File: config.mk
export PLATFORM = sky130hd
export DESIGN_NAME = ddr3_cpu_arb
export DESIGN_NICKNAME = d
export VERILOG_FILES = /design/src/rtl/ddr3_cpu_arb.sv
export SDC_FILE = /design/constraint.sdc
export NUM_CORES = 1
export LEC_CHECK = 0
export CAP_MARGIN = 20
export CORE_MARGIN = 2
export CORE_UTILIZATION = 27
export CTS_CLUSTER_DIAMETER = 40
export DETAILED_ROUTE_END_ITERATION = 7
export PLACE_DENSITY = 0.41
export SLEW_MARGIN = 5
export SYNTH_ARGS = -nofsm -noshare
export SYNTH_HDL_FRONTEND = slang
export SYNTH_SLANG_ARGS = --single-unit
File: constraint.sdc
create_clock -name cpu_clk -period 5.9 [get_ports cpu_clk]
set_input_delay 1.475 -clock cpu_clk [delete_from_list [all_inputs] [get_ports cpu_clk]]
set_output_delay 1.475 -clock cpu_clk [all_outputs]
set_load 0.1 [all_outputs]
File: src/rtl/ddr3_cpu_arb.sv
// N-channel round-robin front end onto the DDR3 controller CPU port; 1 cycle accept->mc_req_valid, 0 cycles read return.
// Backpressure: ch_req_ready drops when a channel FIFO is full; a stalled grant is held until mc_req_ready.

module ddr3_cpu_arb_fifo #(
    parameter int W     = 8,
    parameter int DEPTH = 4
) (
    input  logic                       cpu_clk,
    input  logic                       rst_n,
    input  logic                       push,
    input  logic [W-1:0]               push_dat,
    input  logic                       pop,
    output logic [W-1:0]               head_dat,
    output logic [$clog2(DEPTH+1)-1:0] count
);
    localparam int AW = $clog2(DEPTH);

    logic [W-1:0]  mem [DEPTH];
    logic [AW-1:0] wr_ptr;
    logic [AW-1:0] rd_ptr;

    always_ff @(posedge cpu_clk) begin
        if (push) mem[wr_ptr] <= push_dat;
    end

    always_ff @(posedge cpu_clk or negedge rst_n) begin
        if (!rst_n) begin
            wr_ptr <= '0;
            rd_ptr <= '0;
            count  <= '0;
        end else begin
            if (push) wr_ptr <= wr_ptr + 1'b1;
            if (pop)  rd_ptr <= rd_ptr + 1'b1;
            if (push && !pop)      count <= count + 1'b1;
            else if (!push && pop) count <= count - 1'b1;
        end
    end

    assign head_dat = mem[rd_ptr];
endmodule

module ddr3_cpu_arb #(
    parameter int NUM_CH     = 4,
    parameter int ADDR_W     = 27,
    parameter int DATA_W     = 64,
    parameter int FIFO_DEPTH = 4,
    parameter int MAX_RD     = 8
) (
    input  logic                         cpu_clk,
    input  logic                         rst_n,
    input  logic [NUM_CH-1:0]            ch_req_valid,
    output logic [NUM_CH-1:0]            ch_req_ready,
    input  logic [NUM_CH-1:0]            ch_req_we,
    input  logic [NUM_CH*ADDR_W-1:0]     ch_req_addr,
    input  logic [NUM_CH*DATA_W-1:0]     ch_req_wdata,
    output logic [NUM_CH-1:0]            ch_rd_valid,
    output logic [DATA_W-1:0]            ch_rd_data,
    output logic                         mc_req_valid,
    input  logic                         mc_req_ready,
    output logic                         mc_req_we,
    output logic [ADDR_W-1:0]            mc_req_addr,
    output logic [DATA_W-1:0]            mc_req_wdata,
    input  logic                         mc_rd_valid,
    input  logic [DATA_W-1:0]            mc_rd_data,
    output logic [$clog2(MAX_RD+1)-1:0]  rd_outstanding,
    output logic                         rd_err
);
    localparam int ID_W = $clog2(NUM_CH);
    localparam int FC_W = $clog2(FIFO_DEPTH+1);
    localparam int OC_W = $clog2(MAX_RD+1);

    typedef struct packed {
        logic              we;
        logic [ADDR_W-1:0] addr;
        logic [DATA_W-1:0] wdata;
    } req_t;

    req_t              head [NUM_CH];
    logic [FC_W-1:0]   fcnt [NUM_CH];
    logic [NUM_CH-1:0] ch_push;
    logic [NUM_CH-1:0] ch_pop;
    logic [NUM_CH-1:0] eligible;
    logic [ID_W-1:0]   rr_ptr;
    logic [ID_W-1:0]   rr_grant;
    logic [ID_W-1:0]   grant;
    logic [ID_W-1:0]   lock_id;
    logic              lock;
    logic              found;
    logic              hs;
    logic              rd_room;
    logic              ord_push;
    logic              ord_pop;
    logic              ord_empty;
    logic [ID_W-1:0]   ord_id;
    req_t              gnt_req;

    // Eligibility reads only the registered count, keeping mc_rd_valid off the request path.
    assign rd_room = rd_outstanding < OC_W'(MAX_RD);

    for (genvar i = 0; i < NUM_CH; i++) begin : g_ch
        req_t in_req;
        assign in_req          = {ch_req_we[i], ch_req_addr[i*ADDR_W +: ADDR_W], ch_req_wdata[i*DATA_W +: DATA_W]};
        assign ch_req_ready[i] = rst_n & (fcnt[i] != FC_W'(FIFO_DEPTH));
        assign ch_push[i]      = ch_req_valid[i] & ch_req_ready[i];
        assign ch_pop[i]       = hs & (grant == ID_W'(i));
        assign eligible[i]     = (fcnt[i] != '0) & (head[i].we | rd_room);

        ddr3_cpu_arb_fifo #(.W($bits(req_t)), .DEPTH(FIFO_DEPTH)) u_req_fifo (
            .cpu_clk  (cpu_clk),
            .rst_n    (rst_n),
            .push     (ch_push[i]),
            .push_dat (in_req),
            .pop      (ch_pop[i]),
            .head_dat (head[i]),
            .count    (fcnt[i])
        );
    end

    always_comb begin
        logic [ID_W:0]   sum;
        logic [ID_W-1:0] idx;
        rr_grant = rr_ptr;
        found    = 1'b0;
        sum      = '0;
        idx      = '0;
        for (int k = 0; k < NUM_CH; k++) begin
            sum = {1'b0, rr_ptr} + (ID_W+1)'(k);
            if (sum >= (ID_W+1)'(NUM_CH)) sum = sum - (ID_W+1)'(NUM_CH);
            idx = sum[ID_W-1:0];
            if (!found && eligible[idx]) begin
                found    = 1'b1;
                rr_grant = idx;
            end
        end
    end

    assign grant        = lock ? lock_id : rr_grant;
    assign mc_req_valid = |eligible;
    assign gnt_req      = head[grant];
    assign mc_req_we    = gnt_req.we;
    assign mc_req_addr  = gnt_req.addr;
    assign mc_req_wdata = gnt_req.wdata;
    assign hs           = mc_req_valid & mc_req_ready;

    always_ff @(posedge cpu_clk or negedge rst_n) begin
        if (!rst_n) begin
            rr_ptr  <= '0;
            lock    <= 1'b0;
            lock_id <= '0;
            rd_err  <= 1'b0;
        end else begin
            if (hs) begin
                rr_ptr <= (grant == ID_W'(NUM_CH-1)) ? '0 : grant + 1'b1;
                lock   <= 1'b0;
            end else if (mc_req_valid) begin
                lock    <= 1'b1;
                lock_id <= grant;
            end
            if (mc_rd_valid && ord_empty) rd_err <= 1'b1;
        end
    end

    // Ordering FIFO holds the channel ID of each issued read, in issue order.
    assign ord_empty = (rd_outstanding == '0);
    assign ord_push  = hs & ~mc_req_we;
    assign ord_pop   = mc_rd_valid & ~ord_empty;

    ddr3_cpu_arb_fifo #(.W(ID_W), .DEPTH(MAX_RD)) u_ord_fifo (
        .cpu_clk  (cpu_clk),
        .rst_n    (rst_n),
        .push     (ord_push),
        .push_dat (grant),
        .pop      (ord_pop),
        .head_dat (ord_id),
        .count    (rd_outstanding)
    );

    assign ch_rd_valid = ord_pop ? ({{(NUM_CH-1){1'b0}}, 1'b1} << ord_id) : '0;
    assign ch_rd_data  = mc_rd_data;
endmodule

-- Word level (Yosys, flattened, before mapping)
Memories as Yosys holds them, arrays and structs flattened.
Cells that the tools add are included.
- memory bits (writable): 1488
- bits of input ports: 440
- output and inout bits: 170
- flip-flop bits (word level): 44
- memories kept: 5
- memory list (memory ; words ; bits a word ; rd ports ; clocked after memory_dff ; wr ports ; line ; RTL):
    g_ch[0].u_req_fifo.mem ; 4 ; 92 ; 1 ; 0 ; 1 ; 18 ; logic [W-1:0] mem [DEPTH];
    g_ch[1].u_req_fifo.mem ; 4 ; 92 ; 1 ; 0 ; 1 ; 18 ;
    g_ch[2].u_req_fifo.mem ; 4 ; 92 ; 1 ; 0 ; 1 ; 18 ;
    g_ch[3].u_req_fifo.mem ; 4 ; 92 ; 1 ; 0 ; 1 ; 18 ;
    u_ord_fifo.mem ; 8 ; 2 ; 1 ; 0 ; 1 ; 18 ;
- reduce and logical (&&, ||, !) cells: 41
- $lt $le $gt $ge: 10
- multiplexer cells: 47
- equal/unequal tests: 7
- add/sub/neg operators: 28
- bitwise operators: 27
- shift operators: 1
- operator list (operator ; count):
    92-bit binary-select mux with 2-bit select ; 1
    92-bit 2-to-1 mux ; 2
    3-bit 2-to-1 mux ; 8
    2-bit 2-to-1 mux ; 10
    1-bit AND ; 19
    1-bit 2-to-1 mux ; 19
    2-bit by 1-bit adder with 2-bit output, second input constant ; 9
    3-bit by 1-bit adder with 3-bit output, second input constant ; 6
    1-bit logical AND ; 14
    1-bit logical NOT ; 13
    3-bit >= comparator, second input constant ; 4
    2-bit by 3-bit < comparator with 1-bit output, second input constant ; 4
    4-bit 2-to-1 mux ; 3
    3-bit != test, second input constant ; 4
    2-bit nonzero test ; 6
    3-bit nonzero test ; 4
    3-bit by 1-bit subtractor with 3-bit output, second input constant ; 4
    1-bit binary-select mux with 2-bit select ; 4
    2-bit by 1-bit subtractor with 2-bit output, second input constant ; 4
    2-bit by 2-bit adder with 3-bit output, second input constant ; 2
    4-bit by 1-bit adder with 4-bit output, second input constant ; 1
    2-bit == test, second input constant ; 2
    4-bit logical NOT ; 1
    4-bit < comparator, second input constant ; 1
    11 further kinds ; 16

-- Depth between registers and ports, before layout
- word-level depth: 26
- mapped depth: 18

-- Modules after synthesis
From an unflattened synthesis, not the netlist that was laid out.
- cells, all modules: 2592
- area total of the unflattened synthesis: 60331.6 µm²
- modules (own cells, without submodules) (module ; instances ; cells an instance ; area an instance (µm²)):
    ddr3_cpu_arb_fifo at g_ch[0].u_req_fifo ... ; 4 ; 513 ; 13721.9
    ddr3_cpu_arb ; 1 ; 459 ; 4232.8
    ddr3_cpu_arb_fifo at u_ord_fifo ; 1 ; 81 ; 1211.2

-- Worst setup path before layout
No wires, ideal clock.
- kind: input-to-reg
- from: input port rst_n
- to: memory g_ch[0].u_req_fifo.mem[0][0] in the netlist's numbering, enable pin
- slack: -0.813 ns
- stages: 2
- arrival time: 6.252 ns
- path through: a21boi_0 > and3_1
- word-level cells in the longest chain between the ends: 4
- ends and longest elaborated chain (item ; line ; RTL):
    start, declared ; 50 ; input logic rst_n,
    1-bit AND ; 103 ; assign ch_req_ready[i] = rst_n & (fcnt[i] != FC_W'(FIFO_DEPTH));
    1-bit AND ; 104 ; assign ch_push[i] = ch_req_valid[i] & ch_req_ready[i];
    1-bit 2-to-1 mux ; 23 ; if (push) mem[wr_ptr] <= push_dat;
    1-bit 2-to-1 mux (implied by the code) ; 23 ;
    end, declared ; 18 ;
No other way between the ends.

-- Worst setup path in the final report
- from: register g_ch[3].u_req_fifo.rd_ptr[1]
- to: output port mc_req_wdata[27]
- word-level cells in the longest chain between the ends: 20
- elaborated cells between the ends (all ways): 29
- those cells by class: mux: 19; bitwise: 3; reduce/logical: 6; memory: 1
- ends and longest elaborated chain (item ; line ; RTL):
    start, declared ; 20 ; logic [AW-1:0] rd_ptr;
    start signal, assigned ; 33 ; if (pop) rd_ptr <= rd_ptr + 1'b1;
    memory 4 x 92 bit (*) ; n/a ;
    1-bit OR ; 106 ; assign eligible[i] = (fcnt[i] != '0) & (head[i].we | rd_room);
    1-bit AND ; 106 ;
    1-bit binary-select mux with 2-bit select ; 130 ; if (!found && eligible[idx]) begin
    1-bit 2-to-1 mux (implied by the code) ; 130 ;
    1-bit 2-to-1 mux ; 130 ;
    1-bit logical NOT ; 130 ;
    1-bit logical AND ; 130 ;
    (+3 left out) ; n/a ;
    1-bit 2-to-1 mux ; 130 ;
    1-bit logical NOT ; 130 ;
    1-bit logical AND ; 130 ;
    2-bit 2-to-1 mux ; 130 ;
    2-bit 2-to-1 mux ; 137 ; assign grant = lock ? lock_id : rr_grant;
    2-bit inverter with 3-bit output (implied by the code) ; 139 ; assign gnt_req = head[grant];
    92-bit binary-select mux with 2-bit select (*) ; 139 ;
    92-bit 2-to-1 mux (implied by the code) (*) (2 in series) ; 139 ;
    end, declared ; 62 ; output logic [DATA_W-1:0] mc_req_wdata,
Every way passes the cells marked *; elsewhere a longest branch is shown, timed or not. The select of a mux whose other input is x is not followed.

==> results summary <==
Of all nets on the critical path, the largest fanout is 74. The number of nets in the synthesized netlist is 3373. The achievable clock frequency came out at 173.8 MHz. The clock-pin slew on the worst setup and hold paths came out at 0.05 ns.

In this run the worst setup path begins at g_ch[3].u_req_fifo.rd_ptr[1]. Leaving out fill and tap cells, the most frequent cells in the layout are 1488 x edfxtp_1, 387 x nand2_1, 380 x clkdlybuf4s50_1. The H-tree was split into 5 levels.

Summed over all failing endpoints, the final setup total negative slack is 0 ns. After synthesis, the share of flip-flops with an asynchronous set or reset is 2.872%. The delay of the slowest critical-path stage is 0.57 ns. The cell area after layout came out at 78890 um2. The die span in x is 473.3 um.

Hold repair after CTS inserted 0 buffers. The critical path launch point type is a register. The type of the most critical hold path is register to register. Walking the worst path, the cells encountered are mux2_1 > a2bb2oi_1 > and2_1 > a211o_1 > o22ai_4 > buf_12 > buf_16 > nand2_1 > and3_1 > a31oi_1 > buf_12.

The number of nets in the finished design came out at 4032. At the worst endpoint, the required time is 4.43 ns. The root buffer cell chosen for the clock tree is clkbuf_16.

The synthesized netlist contains 51 unique library cells. For the worst-skew pair, the clock arrives at the later sink with an insertion delay of 0.92 ns. The mapped netlist covers 59480 um2. The leading cell type in the layout, fill and taps excluded is edfxtp_1. Using the TritonRoute via totals, the vias-per-cell ratio works out to 4.625. The initial antenna violation count is 85. The number of buffers and inverters on the critical path is 3.

The total iterations of the first detailed-routing run is 5. Across the run, the number of max-cap violations was 0. The final critical path time including I/O delays and setup is 5.752 ns.

The setup violation total in the final timing report came out at 0. The first global-routing pass estimated 256.4 mm of wire. The most used flip-flop cell after synthesis is edfxtp_1. Setup repair after global routing left no endpoint under its margin. The number of hold violations in the final report is 0. The total number of vias came out at 30800. The final hold slack is 0.4552 ns. The clock buffer count from CTS came out at 295. The total placed instance area came out at 69000 um2. The fraction of final layout cells sized beyond drive strength 1 came out at 28.59%. The initial core utilization is 27.12%. The warning count from the yosys run is 0.

The count of input and output buffers came out at 481. The layout overhead on the synthesized area came out at 32.63%. Entering global routing, the biggest net connects 75 pins. On the final layout, the worst clock skew is 0.08298 ns.

The number of global-route vias before repair came out at 33090. The detailed router finished its first iteration with 2123 violations. The critical setup path kind is register to output pin. The critical path arrival is 4.28 ns.

The number of sinks handled by clock tree synthesis came out at 1532. The global-route usage over all layers is 16.30%. The startpoint identified for the worst register-to-register timing path is u_ord_fifo.count[3].

The total overflow left after global routing is 0. The cell at the slowest stage of the critical path is dfrtp_4. The final-layout fill cell count is 20260.

The floorplan step defined a die boundary enclosing 224100 um2. In the final routed layout, each cell accounts on average for 27.51 um. The setup slack after layout is 0.1478 ns. The number of ports placed on the die boundary came out at 610. The number of pins exceeding their max-slew limit in the final report came out at 0. Counting every instance in the synthesized netlist gives 2901.

The DRC violation count after routing came out at 0. TritonCTS built the clock tree. The detail route stage leaves a number of antenna-violating nets equal to 0. Counting flops with a built-in enable in the synthesized netlist gives 1488.

At the pin with the least slew margin, the transition time is 1.021 ns. Headroom to the max-slew limit came out at 31.69%. After synthesis, the mean cell area works out to 20.50 um2. The placeable core region is 219300 um2.

The kind of cell adding the most delay to the critical path is compound AO/OA/AOI/OAI gates. STA classifies the critical path endpoint as an output pin. Synthesis inferred 1532 register bits. The floorplan has 172 rows. The run finished with clean final reports. The setup slack after placement came out at 0.7894 ns. The congestion estimate from routability-driven global placement came to 0.7110. The register area share after synthesis is 76.98%. The y dimension of the die came out at 473.3 um. The final critical-path share of the clock period is 97.49%.

The routed wire length came out at 183.2 mm. The number of buffers on the longest clock path is 4. In this run the most critical hold path is launched from rd_err.

The HPWL reported at the end of detailed placement is 118.5 mm. The most frequent cell on the critical path is buf_12.
repair_timing:
action                     CTS  global route
setup buffers                2             0
gates resized for setup      9            12
pin swaps                    1             0
setup endpoints to repair   79            24
cloned                       1             0
path summary, 6_finish.rpt:
path / endpoint / slack, ns / cells past startpoint
max in group asynchronous: g_ch[2].u_req_fifo.rd_ptr[0] / 4.51 / 2
hold reg to reg: rd_err / 0.46 / 1
min in group asynchronous: g_ch[1].u_req_fifo.wr_ptr[1] / 0.58 / 1
setup reg to reg: u_ord_fifo.count[3] / 1.58 / 17
setup / recovery: mc_req_wdata[27] / 0.15 / 11
hold / removal: rd_err / 0.46 / 1
metal layers:
metal,track usage (%),up-vias,wire (um)
met4,5.503,88,4930
li1,-,13170,-
met2,25.39,941,85240
met3,5.052,424,12240
met5,0,-,560
met1,21.54,16180,80220
worst reg2reg max path: cells and delay by family (launching register included):
kind	cells	cell delay, ns
AOI/OAI and AO/OA	7	1.52
buffers and inverters	3	0.74
DFF	1	0.51
adders and majority gates	2	0.48
muxes	1	0.38
xor gates and xnor gates	2	0.28
and+or+nand+nor	2	0.27
cell families after synthesis:
| logic type | after synthesis | share of synthesized area, % |
|---|---|---|
| xor+xnor | 32 | 0.4712 |
| simple gates | 552 | 4.138 |
| buf+inv | 236 | 1.938 |
| compound gates | 127 | 1.405 |
| flops | 1532 | 76.98 |
| mux | 390 | 14.33 |
| fa+ha+maj | 32 | 0.7363 |
area by class of cell:
type	instances	area (um2)	area share, %
inverters	22	103.9	0.1316
clock inverters	172	1991	2.523
clock buffers	332	7669	9.721
diodes	22	55.05	0.06979
multi-input cells	1133	12740	16.15
flip-flops and latches	1532	45820	58.08
repair buffers	576	6917	8.768
well taps	2871	3592	4.554
synth_stat cells, types with 12 or more instances:
cell type,number,share of area [%]
a31oi_1,91,0.96
and3_1,110,1.2
buf_1,13,0.082
buf_2,18,0.15
buf_4,65,0.82
clkbuf_1,118,0.74
dfrtp_1,44,1.9
edfxtp_1,1488,75
ha_1,27,0.57
inv_1,20,0.13
mux2_2,12,0.23
mux4_2,368,14
nand2_1,387,2.4
nor2_1,20,0.13
xnor2_1,19,0.28
xor2_1,13,0.19
per-stage QoR:
stage | std cells | util [%]
floorplan | 2901 | -
global placement | 6131 | 31.47
detailed placement | 6131 | 31.47
CTS | 6638 | 35.92
global route | 6649 | 35.96
finish | 6660 | 35.97
state kept, by name, summed over array words and instances, names as in the netlist:
name / count
g_ch.u_req_fifo.rd_ptr: 8
rr_ptr: 2
g_ch.u_req_fifo.mem: 1472
u_ord_fifo.wr_ptr: 3
g_ch.u_req_fifo.wr_ptr: 8
g_ch.u_req_fifo.count: 12
lock: 1
rd_err: 1
u_ord_fifo.rd_ptr: 3
u_ord_fifo.mem: 16
lock_id: 2
u_ord_fifo.count: 4
Power is not shown: default switching activity piles up to over one toggle a cycle in this logic, so the estimate is an artifact.
